File: config.mk
export PLATFORM = sky130hd
export DESIGN_NAME = keypad_scanner
export DESIGN_NICKNAME = d
export VERILOG_FILES = /design/src/rtl/keypad_scanner.sv
export SDC_FILE = /design/constraint.sdc
export NUM_CORES = 1
export LEC_CHECK = 0
export ABC_AREA = 1
export CAP_MARGIN = 15
export CORE_MARGIN = 3
export CORE_UTILIZATION = 31
export DETAILED_ROUTE_END_ITERATION = 6
export HOLD_SLACK_MARGIN = 0.15
export PLACE_DENSITY = 0.48
export SYNTH_ARGS = -nofsm -noshare
export SYNTH_HDL_FRONTEND = slang
export SYNTH_SLANG_ARGS = --single-unit
File: constraint.sdc
create_clock -name clk -period 27 [get_ports clk]
set_input_delay 5.4 -clock clk [delete_from_list [all_inputs] [get_ports clk]]
set_output_delay 5.4 -clock clk [all_outputs]
set_load 0.01 [all_outputs]
File: src/rtl/keypad_scanner.sv
// 4x4 matrix keypad scanner: walks one active-low column at a time, debounces
// single-key presses over full sweeps and shifts accepted digits into a 32-bit entry register.
module keypad_scanner #(
   parameter int SCAN_CYCLES     = 12500,
   parameter int DEBOUNCE_SWEEPS = 4
) (
   input  logic        clk,
   input  logic        resetn,
   input  logic [3:0]  row_n,
   input  logic        clear,
   output logic [3:0]  col_n,
   output logic        key_valid,
   output logic [3:0]  key_code,
   output logic        key_held,
   output logic [31:0] number
);

   localparam int CNT_W = $clog2(SCAN_CYCLES);
   localparam int DB_W  = $clog2(DEBOUNCE_SWEEPS + 1);
   localparam logic [CNT_W-1:0] DWELL_LAST = CNT_W'(SCAN_CYCLES - 1);
   localparam logic [DB_W-1:0]  DB_TARGET  = DB_W'(DEBOUNCE_SWEEPS);

   typedef enum logic [1:0] {IDLE, PRESS_CHECK, HELD, RELEASE_CHECK} state_t;
   typedef enum logic [1:0] {CL_NONE, CL_SINGLE, CL_MULTI} sweep_class_t;

   logic [CNT_W-1:0] dwell;
   logic [1:0]       col_idx;
   logic [1:0]       col_next;
   logic [3:0]       row_meta;
   logic [3:0]       row_sync;
   logic [15:0]      snapshot;
   logic [15:0]      full_snap;
   logic             sample_edge;
   logic             sweep_done;
   logic [4:0]       hits;
   logic [3:0]       hit_idx;
   logic [3:0]       hit_code;
   sweep_class_t     sweep_class;
   state_t           state;
   logic [DB_W-1:0]  db_count;
   logic [DB_W-1:0]  count_inc;
   logic [3:0]       candidate;

   function automatic logic [3:0] map_code(input logic [3:0] idx);
      case (idx)
         4'd0:    map_code = 4'h1;
         4'd1:    map_code = 4'h4;
         4'd2:    map_code = 4'h7;
         4'd4:    map_code = 4'h2;
         4'd5:    map_code = 4'h5;
         4'd6:    map_code = 4'h8;
         4'd7:    map_code = 4'hF;
         4'd8:    map_code = 4'h3;
         4'd9:    map_code = 4'h6;
         4'd10:   map_code = 4'h9;
         4'd11:   map_code = 4'hE;
         4'd12:   map_code = 4'hA;
         4'd13:   map_code = 4'hB;
         4'd14:   map_code = 4'hC;
         4'd15:   map_code = 4'hD;
         default: map_code = 4'h0;
      endcase
   endfunction

   assign col_next    = col_idx + 2'd1;
   assign sample_edge = (dwell == DWELL_LAST);
   assign sweep_done  = sample_edge && (col_idx == 2'd3);
   assign count_inc   = (db_count == DB_TARGET) ? db_count : db_count + 1'b1;

   // NOTE: sequential state uses non-blocking assignments so every flop samples pre-edge values.
   always_ff @(posedge clk or negedge resetn) begin
      if (!resetn) begin
         dwell   <= '0;
         col_idx <= 2'd0;
         col_n   <= 4'b1110;
      end else if (sample_edge) begin
         dwell   <= '0;
         col_idx <= col_next;
         col_n   <= ~(4'b0001 << col_next);
      end else begin
         dwell   <= dwell + 1'b1;
      end
   end

   always_ff @(posedge clk or negedge resetn) begin
      if (!resetn) begin
         row_meta <= 4'hF;
         row_sync <= 4'hF;
      end else begin
         row_meta <= row_n;
         row_sync <= row_meta;
      end
   end

   // The column being captured this edge is spliced in, so a completing sweep sees all 16 bits.
   // NOTE: combinational blocks assign a default first so no path leaves a latch behind.
   always_comb begin
      full_snap = snapshot;
      if (sample_edge) full_snap[{col_idx, 2'b00} +: 4] = ~row_sync;
   end

   always_ff @(posedge clk or negedge resetn) begin
      if (!resetn)          snapshot <= '0;
      else if (sample_edge) snapshot <= full_snap;
   end

   always_comb begin
      hits    = '0;
      hit_idx = '0;
      for (int i = 0; i < 16; i++) begin
         if (full_snap[i]) begin
            hits    = hits + 5'd1;
            hit_idx = 4'(i);
         end
      end
      if (hits == 5'd0)      sweep_class = CL_NONE;
      else if (hits == 5'd1) sweep_class = CL_SINGLE;
      else                   sweep_class = CL_MULTI;
      hit_code = map_code(hit_idx);
   end

   always_ff @(posedge clk or negedge resetn) begin
      if (!resetn) begin
         state     <= IDLE;
         db_count  <= '0;
         candidate <= 4'h0;
         key_valid <= 1'b0;
         key_code  <= 4'h0;
         key_held  <= 1'b0;
      end else begin
         key_valid <= 1'b0;
         if (sweep_done) begin
            case (state)
               IDLE: begin
                  if (sweep_class == CL_SINGLE) begin
                     candidate <= hit_code;
                     db_count  <= DB_W'(1);
                     if (DEBOUNCE_SWEEPS == 1) begin
                        state     <= HELD;
                        key_code  <= hit_code;
                        key_valid <= 1'b1;
                        key_held  <= 1'b1;
                     end else begin
                        state     <= PRESS_CHECK;
                     end
                  end
               end
               PRESS_CHECK: begin
                  if (sweep_class == CL_SINGLE && hit_code == candidate) begin
                     db_count <= count_inc;
                     if (count_inc >= DB_TARGET) begin
                        state     <= HELD;
                        key_code  <= candidate;
                        key_valid <= 1'b1;
                        key_held  <= 1'b1;
                     end
                  end else begin
                     state <= IDLE;
                  end
               end
               HELD: begin
                  if (sweep_class == CL_NONE) begin
                     db_count <= DB_W'(1);
                     if (DEBOUNCE_SWEEPS == 1) begin
                        state    <= IDLE;
                        key_held <= 1'b0;
                     end else begin
                        state    <= RELEASE_CHECK;
                     end
                  end
               end
               RELEASE_CHECK: begin
                  if (sweep_class == CL_NONE) begin
                     db_count <= count_inc;
                     if (count_inc >= DB_TARGET) begin
                        state    <= IDLE;
                        key_held <= 1'b0;
                     end
                  end else begin
                     state <= HELD;
                  end
               end
               default: state <= IDLE;
            endcase
         end
      end
   end

   // Clear takes priority so a clear landing on a shift still empties the entry.
   always_ff @(posedge clk or negedge resetn) begin
      if (!resetn)        number <= '0;
      else if (clear)     number <= '0;
      else if (key_valid) number <= {number[27:0], key_code};
   end

endmodule

Word-level counts from Yosys, hierarchy flattened:

Memory sizes are Yosys's and may differ from the RTL's.
Index checks and enable logic that the tools add are counted.

* register bits: 91
* ROM bits: 64
* input port bits: 7
* output and inout port bits: 42
* memories kept: 1

* add/subtract/negate cells: 19
* $lt $le $gt $ge: 1
* equality and inequality tests: 17
* shifts and indexed selects: 3
* mux-type cells: 60
* bitwise logic cells: 2
* reductions and logical operators: 12

Memories
* (name not given): words 16, bits a word 4, rd ports 1, clocked after Yosys merged registers in 0, write ports 0, RTL line 45 `case (idx)`

Operator list (count)
* adder 5 x 1 -> 5 bit, second input constant: 15
* 2-to-1 mux 5 bit: 15
* 2-to-1 mux 32 bit: 2
* 2-to-1 mux 4 bit: 14
* bitwise mux 16 bit: 1
* 2-to-1 mux 16 bit: 1
* 2-to-1 mux 2 bit: 8
* variable shift 4 x 6 -> 16 bit, first input constant: 1
* indexed part select 4 x 6 -> 16 bit: 1
* 2-to-1 mux 3 bit: 5
* adder 14 x 1 -> 14 bit, second input constant: 1
* == test 14 bit, second input constant: 1
* 2-to-1 mux 14 bit: 1
* != test 2 bit, second input constant: 6
* one-hot mux 3 bit (4 select lines): 1
* 2-to-1 mux 1 bit: 10
* AND reduction 5 bit: 2
* inverter 4 bit: 2
* one-hot mux 2 bit (4 select lines): 1
* == test 2 bit, second input constant: 3
* != test 3 bit, second input constant: 2
* negation 4 -> 6 bit: 1
* AND reduction 6 bit: 1
* == test 5 x 1 -> 1 bit, second input constant: 1
* other kinds (14): 18

Depth between registers and ports, before layout:

* depth after elaboration: 43
* depth in mapped cells: 71
* mapped depth without buffers: 71

Least setup slack after synthesis:

OpenSTA, ideal clock, no wires.

* path kind: register to register
* start: register col_idx[0]
* end: register db_count[1]
* library setup time: 0.119 ns
* arrival time: 9.124 ns
* path slack: 17.757 ns
* cell stages (with the launch flop): 66
* buffers on the path: 0
* clock period less this slack: 9.243 ns
* path through: dfrtp_1 > inv_2 > ha_1 > inv_2 > nor2_1 > nand2_1 > nand2_1 > inv_1 > nand3_1 > nand2_1 > ha_1 > inv_1 > nand3_2 > nand2_2 > inv_1 > ha_1 > nand2_1 > nand2_1 > [30 not listed] > ha_1 > or2_2 > nand2_1 > inv_1 > ha_1 > nand2_1 > nand2_1 > ha_1 > o21ai_0 > nand3_1 > nor2_4 > nand2_1 > nand2_1 > nand2_1 > nor2_2 > nand2_1 > nand2_1 > nand2_1

* longest elaborated chain between the ends: 42
* elaborated cells on any way between the ends: 67
* those cells by class: 16 x add/sub; 8 x eq/ne; 2 x shift; 35 x mux; 5 x reduce/logical; 1 x memory

RTL lines
* from (decl): RTL line 27 `logic [1:0] col_idx;`
* from (signal assigned): RTL line 78 `col_idx <= col_next;`
* negation 4 -> 6 bit: RTL line 99 `if (sample_edge) full_snap[{col_idx, 2'b00} +: 4] = ~row_sync;`
* indexed part select 4 x 6 -> 16 bit or variable shift 4 x 6 -> 16 bit (tied branches): RTL line 99
* bitwise mux 16 bit: RTL line 99
* 2-to-1 mux 16 bit: RTL line 99
* 2-to-1 mux 1 bit: RTL line 111 `if (full_snap[i]) begin`
* adder 5 x 1 -> 5 bit: RTL line 112 `hits = hits + 5'd1;`
* 2-to-1 mux 5 bit: RTL line 111
* adder 5 x 1 -> 5 bit: RTL line 112
* [26 not listed]
* 2-to-1 mux 5 bit: RTL line 111
* == test 5 x 1 -> 1 bit: RTL line 117 `else if (hits == 5'd1) sweep_class = CL_SINGLE;`
* 2-to-1 mux 2 bit: RTL line 117
* 2-to-1 mux 2 bit: RTL line 116 `if (hits == 5'd0) sweep_class = CL_NONE;`
* == test 2 x 1 -> 1 bit: RTL line 135, 149
* logical AND 1 bit: RTL line 149 `if (sweep_class == CL_SINGLE && hit_code == candidate) begin`
* != test 2 bit (no source line)
* AND reduction 5 bit (no source line) *
* to (signal assigned): RTL line 150 `db_count <= count_inc;`
* to (signal assigned): RTL line 174 `db_count <= count_inc;`
* to (decl): RTL line 40 `logic [DB_W-1:0] db_count;`

Every way passes the cells marked *; elsewhere a longest branch is shown, timed or not.
A chain may end at the register's enable or synchronous reset.

Final worst setup path:

* start: register col_idx[0]
* end: register key_held

* longest elaborated chain between the ends: 42
* elaborated cells on any way between the ends: 65
* those cells by class: 16 x add/sub; 6 x eq/ne; 2 x shift; 35 x mux; 5 x reduce/logical; 1 x memory

RTL lines
* negation 4 -> 6 bit: RTL line 99
* indexed part select 4 x 6 -> 16 bit or variable shift 4 x 6 -> 16 bit (tied branches): RTL line 99
* bitwise mux 16 bit: RTL line 99
* 2-to-1 mux 16 bit: RTL line 99
* 2-to-1 mux 1 bit: RTL line 111
* adder 5 x 1 -> 5 bit: RTL line 112
* 2-to-1 mux 5 bit: RTL line 111
* adder 5 x 1 -> 5 bit: RTL line 112
* [26 not listed]
* 2-to-1 mux 5 bit: RTL line 111
* == test 5 x 1 -> 1 bit: RTL line 117
* 2-to-1 mux 2 bit: RTL line 117
* 2-to-1 mux 2 bit: RTL line 116
* == test 2 x 1 -> 1 bit: RTL line 149
* logical AND 1 bit: RTL line 149
* != test 2 bit (no source line)
* AND reduction 6 bit (no source line) *
* to (signal assigned): RTL line 142 `key_held <= 1'b1;`
* to (signal assigned): RTL line 155 `key_held <= 1'b1;`
* to (signal assigned): RTL line 166 `key_held <= 1'b0;`
* to (decl): RTL line 14 `output logic key_held,`

Marks and branches as above.

==> results.json <==
{
  "finalMaxSlewViolations": 0,
  "routed_wl_microns": 13000,
  "r2r_cells": 63,
  "clock.fmax_ghz": 0.101,
  "drive_above_1_share_pct": 13.5,
  "yosysTopAreaCellShare_pct": 32.9,
  "crit_path_max_incr_delay_ns": 0.45,
  "drtPass1Iterations": 4,
  "portBuffers": 48,
  "antenna_found_initial": 0,
  "gp_congestion": 0.800,
  "die-area_sq_mm": 0.0214,
  "worstReg2RegEnd": "key_held",
  "synth_area_per_cell_sq_um": 7.13,
  "nFillCells": 2053,
  "insertion_delay_ns": 0.35,
  "grt_usage_pct": 12.7,
  "min_path_type": "register to register",
  "cpMaxStageDelayCell": "dfrtp_1",
  "route.detailed.drc": 0,
  "numCtsBuffers": 9,
  "r2r-start": "col_idx[0]",
  "yosys-top-cells-area": "dfrtp_1 (33%), nand2_1 (13%), inv_1 (11%)",
  "crit_path_start": "col_idx[0]",
  "crit_path_end": "key_held",
  "synth_cells": 854,
  "crit_type": "register to register",
  "crit_fanout": 8,
  "crit_path_end_kind": "register",
  "slew-limit-headroom_pct": 34.9,
  "fp-row-count": 50,
  "hold_buffers": 0,
  "r2r_slack_ns": 17.11,
  "syn_nets": 884,
  "synth-seq-cells": 91,
  "status": "completed",
  "area_delta_synth_final_pct": 17.9,
  "ys_warn_count": 0,
  "nets": 936,
  "min_period_ns": 9.89,
  "detailed_place_hpwl_microns": 10200,
  "via_per_inst": 4.29,
  "async_flop_share_pct": 100,
  "pin_count": 49,
  "fin_setup_tns_ns": 0,
  "critPathLaunchType": "register",
  "ant_nets": 0,
  "fin_util_pct": 37.7,
  "grt_pass1_vias": 5001,
  "post_cts_resize_count": 0,
  "drtIter0Drc": 181,
  "core-area_sq_mm": 0.0190,
  "skew_ns": 0.00732,
  "synth_edf_count": 0,
  "drv_cap": 0,
  "p_per_area_mw_per_mm2": 38.2,
  "grt_pass1_wl_microns": 23100,
  "cts_max_path_buffers": 2,
  "grt_max_degree": 49,
  "clkTransAtPathRegs_ns": 0.07,
  "worstPathArrival_ns": 10.14,
  "worst_slew_pin_slew_ns": 0.974,
  "hold_viol": 0,
  "dp_cells": 1155,
  "avgRoutedWirePerCell_microns": 11.1,
  "grt_overflow": 0,
  "via_count": 5028,
  "post_cts_buffers": 0,
  "leakage_nw": 3.73,
  "synth.distinct_cells": 40,
  "cts_tree": "yes",
  "cp_common_cell": "nand2_1",
  "yosysSeqAreaShare_pct": 37.6,
  "cts.sinks": 91,
  "min_period_over_period_pct": 36.6,
  "htree_levels": 3,
  "start_util_pct": 32.0,
  "synthesis.area_sq_mm": 0.00609,
  "synth_ff_type": "dfrtp_1",
  "cp.required_ns": 27.25,
  "finalHoldWorstSlack_ns": 0.357,
  "rsz0062_at_grt": "no",
  "ir_drop_mv": 0.0232,
  "setup_violations": 0,
  "insertedDiodeCount": 0,
  "power_w": 0.000274,
  "final_cells": 1171,
  "synth_top_area_cell": "dfrtp_1",
  "die_h_microns": 146,
  "cts_root_buffer": "clkbuf_16",
  "die_width_microns": 146
}
through the flow:
stage | cell area (sq um) | setup slack [ns]
after CTS | 7170 | 17.06
after detailed placement | 6870 | 17.07
after floorplan | 6090 | 17.76
after global placement | 6870 | 17.30
final | 7170 | 17.11
after global routing | 7170 | 16.13
critical path, delay by kind of cell (launching register included):
kind	cells	cell delay (ns)
adder cells (fa/ha/maj)	15	4.16
flip-flops	1	0.45
AND/OR/NAND/NOR	35	4.01
buffers and inverters	10	0.68
AO/OA/AOI/OAI	3	0.45
cell type report:
type	instances	area, sq um	area share [%]
Clock inverter	7	81.3	1.13
Multi-Input combinational cell	567	3060	42.6
Sequential cell	91	2290	31.9
Tap cell	260	325	4.53
Timing Repair Buffer	49	485	6.77
Inverter	188	711	9.91
Clock buffer	9	225	3.14
state kept, by name, indices dropped and copies added (netlist names):
register   flops
row_sync       4
dwell         14
col_n          4
key_code       4
key_valid      1
candidate      4
row_meta       4
col_idx        2
snapshot      16
key_held       1
state          2
db_count       3
number        32
layer usage:
| layer | global-route usage, % | wire, microns |
|---|---|---|
| met2 | 20.5 | 5840 |
| met1 | 17.3 | 6680 |
| met5 | 0 | 0 |
| met4 | 2.68 | 73 |
| met3 | 3.20 | 455 |
report_power, final:
part           switching (W)    total, W  internal, W
combinational     0.00000394  0.00000528   0.00000134
sequential       0.000000418    0.000138     0.000137
clock              0.0000579    0.000131    0.0000734
total              0.0000623    0.000274     0.000212
cell families after synthesis:
logic type | share of synthesized area (%)
AO/OA/AOI/OAI | 9.78
XOR/XNOR | 1.30
adder cells (fa/ha/maj) | 4.73
buffers and inverters | 12.2
flip-flops | 37.6
AND/OR/NAND/NOR | 34.4
cells in the final DEF (no fill, tap or decap), types with 2 or more instances in the layout:
cell             synthesis  final
clkbuf_16                0      9
nand2_4                  6      6
nor3_1                   9      9
nor4_1                   2      2
nor2_4                   4      4
o21ai_1                 11     11
inv_2                   13     13
nand4_1                  4      4
nor2_1                  63     63
nand3_1                 73     73
nand2_1                207    207
o22ai_1                 35     35
dfrtp_1                 80     80
ha_1                    23     23
nand2_2                 38     38
nand3_2                 14     14
clkinv_4                 1      2
or2_2                    5      5
buf_4                    0      2
o21ai_4                  2      2
o21ai_0                 26     26
a21oi_1                 12     12
xnor2_1                  2      2
xor2_1                   7      7
inv_6                    0      3
nand3b_1                 2      2
inv_1                  174    174
nor2_2                   7      7
clkdlybuf4s50_1          0     47
dfstp_2                 11     11
o21bai_1                 4      4
Yosys cell counts (4+ instances only):
| library cell | n |
|---|---|
| nand2_1 | 207 |
| inv_1 | 174 |
| dfrtp_1 | 80 |
| nand3_1 | 73 |
| nor2_1 | 63 |
| nand2_2 | 38 |
| o22ai_1 | 35 |
| o21ai_0 | 26 |
| ha_1 | 23 |
| nand3_2 | 14 |
| inv_2 | 13 |
| a21oi_1 | 12 |
| dfstp_2 | 11 |
| o21ai_1 | 11 |
| nor3_1 | 9 |
| clkbuf_1 | 7 |
| nor2_2 | 7 |
| xor2_1 | 7 |
| nand2_4 | 6 |
| or2_2 | 5 |
| nand4_1 | 4 |
| nor2_4 | 4 |
| o21bai_1 | 4 |
worst min-delay path by stage:
stage / start / end / cells past startpoint
floorplan: row_meta[0] / row_sync[0] / 0
global placement: row_meta[3] / row_sync[3] / 0
detailed placement: row_meta[3] / row_sync[3] / 0
CTS: row_meta[3] / row_sync[3] / 0
global route: row_meta[3] / row_sync[3] / 0
finish: row_meta[0] / row_sync[0] / 0
Power figures use the tool's default switching activity.
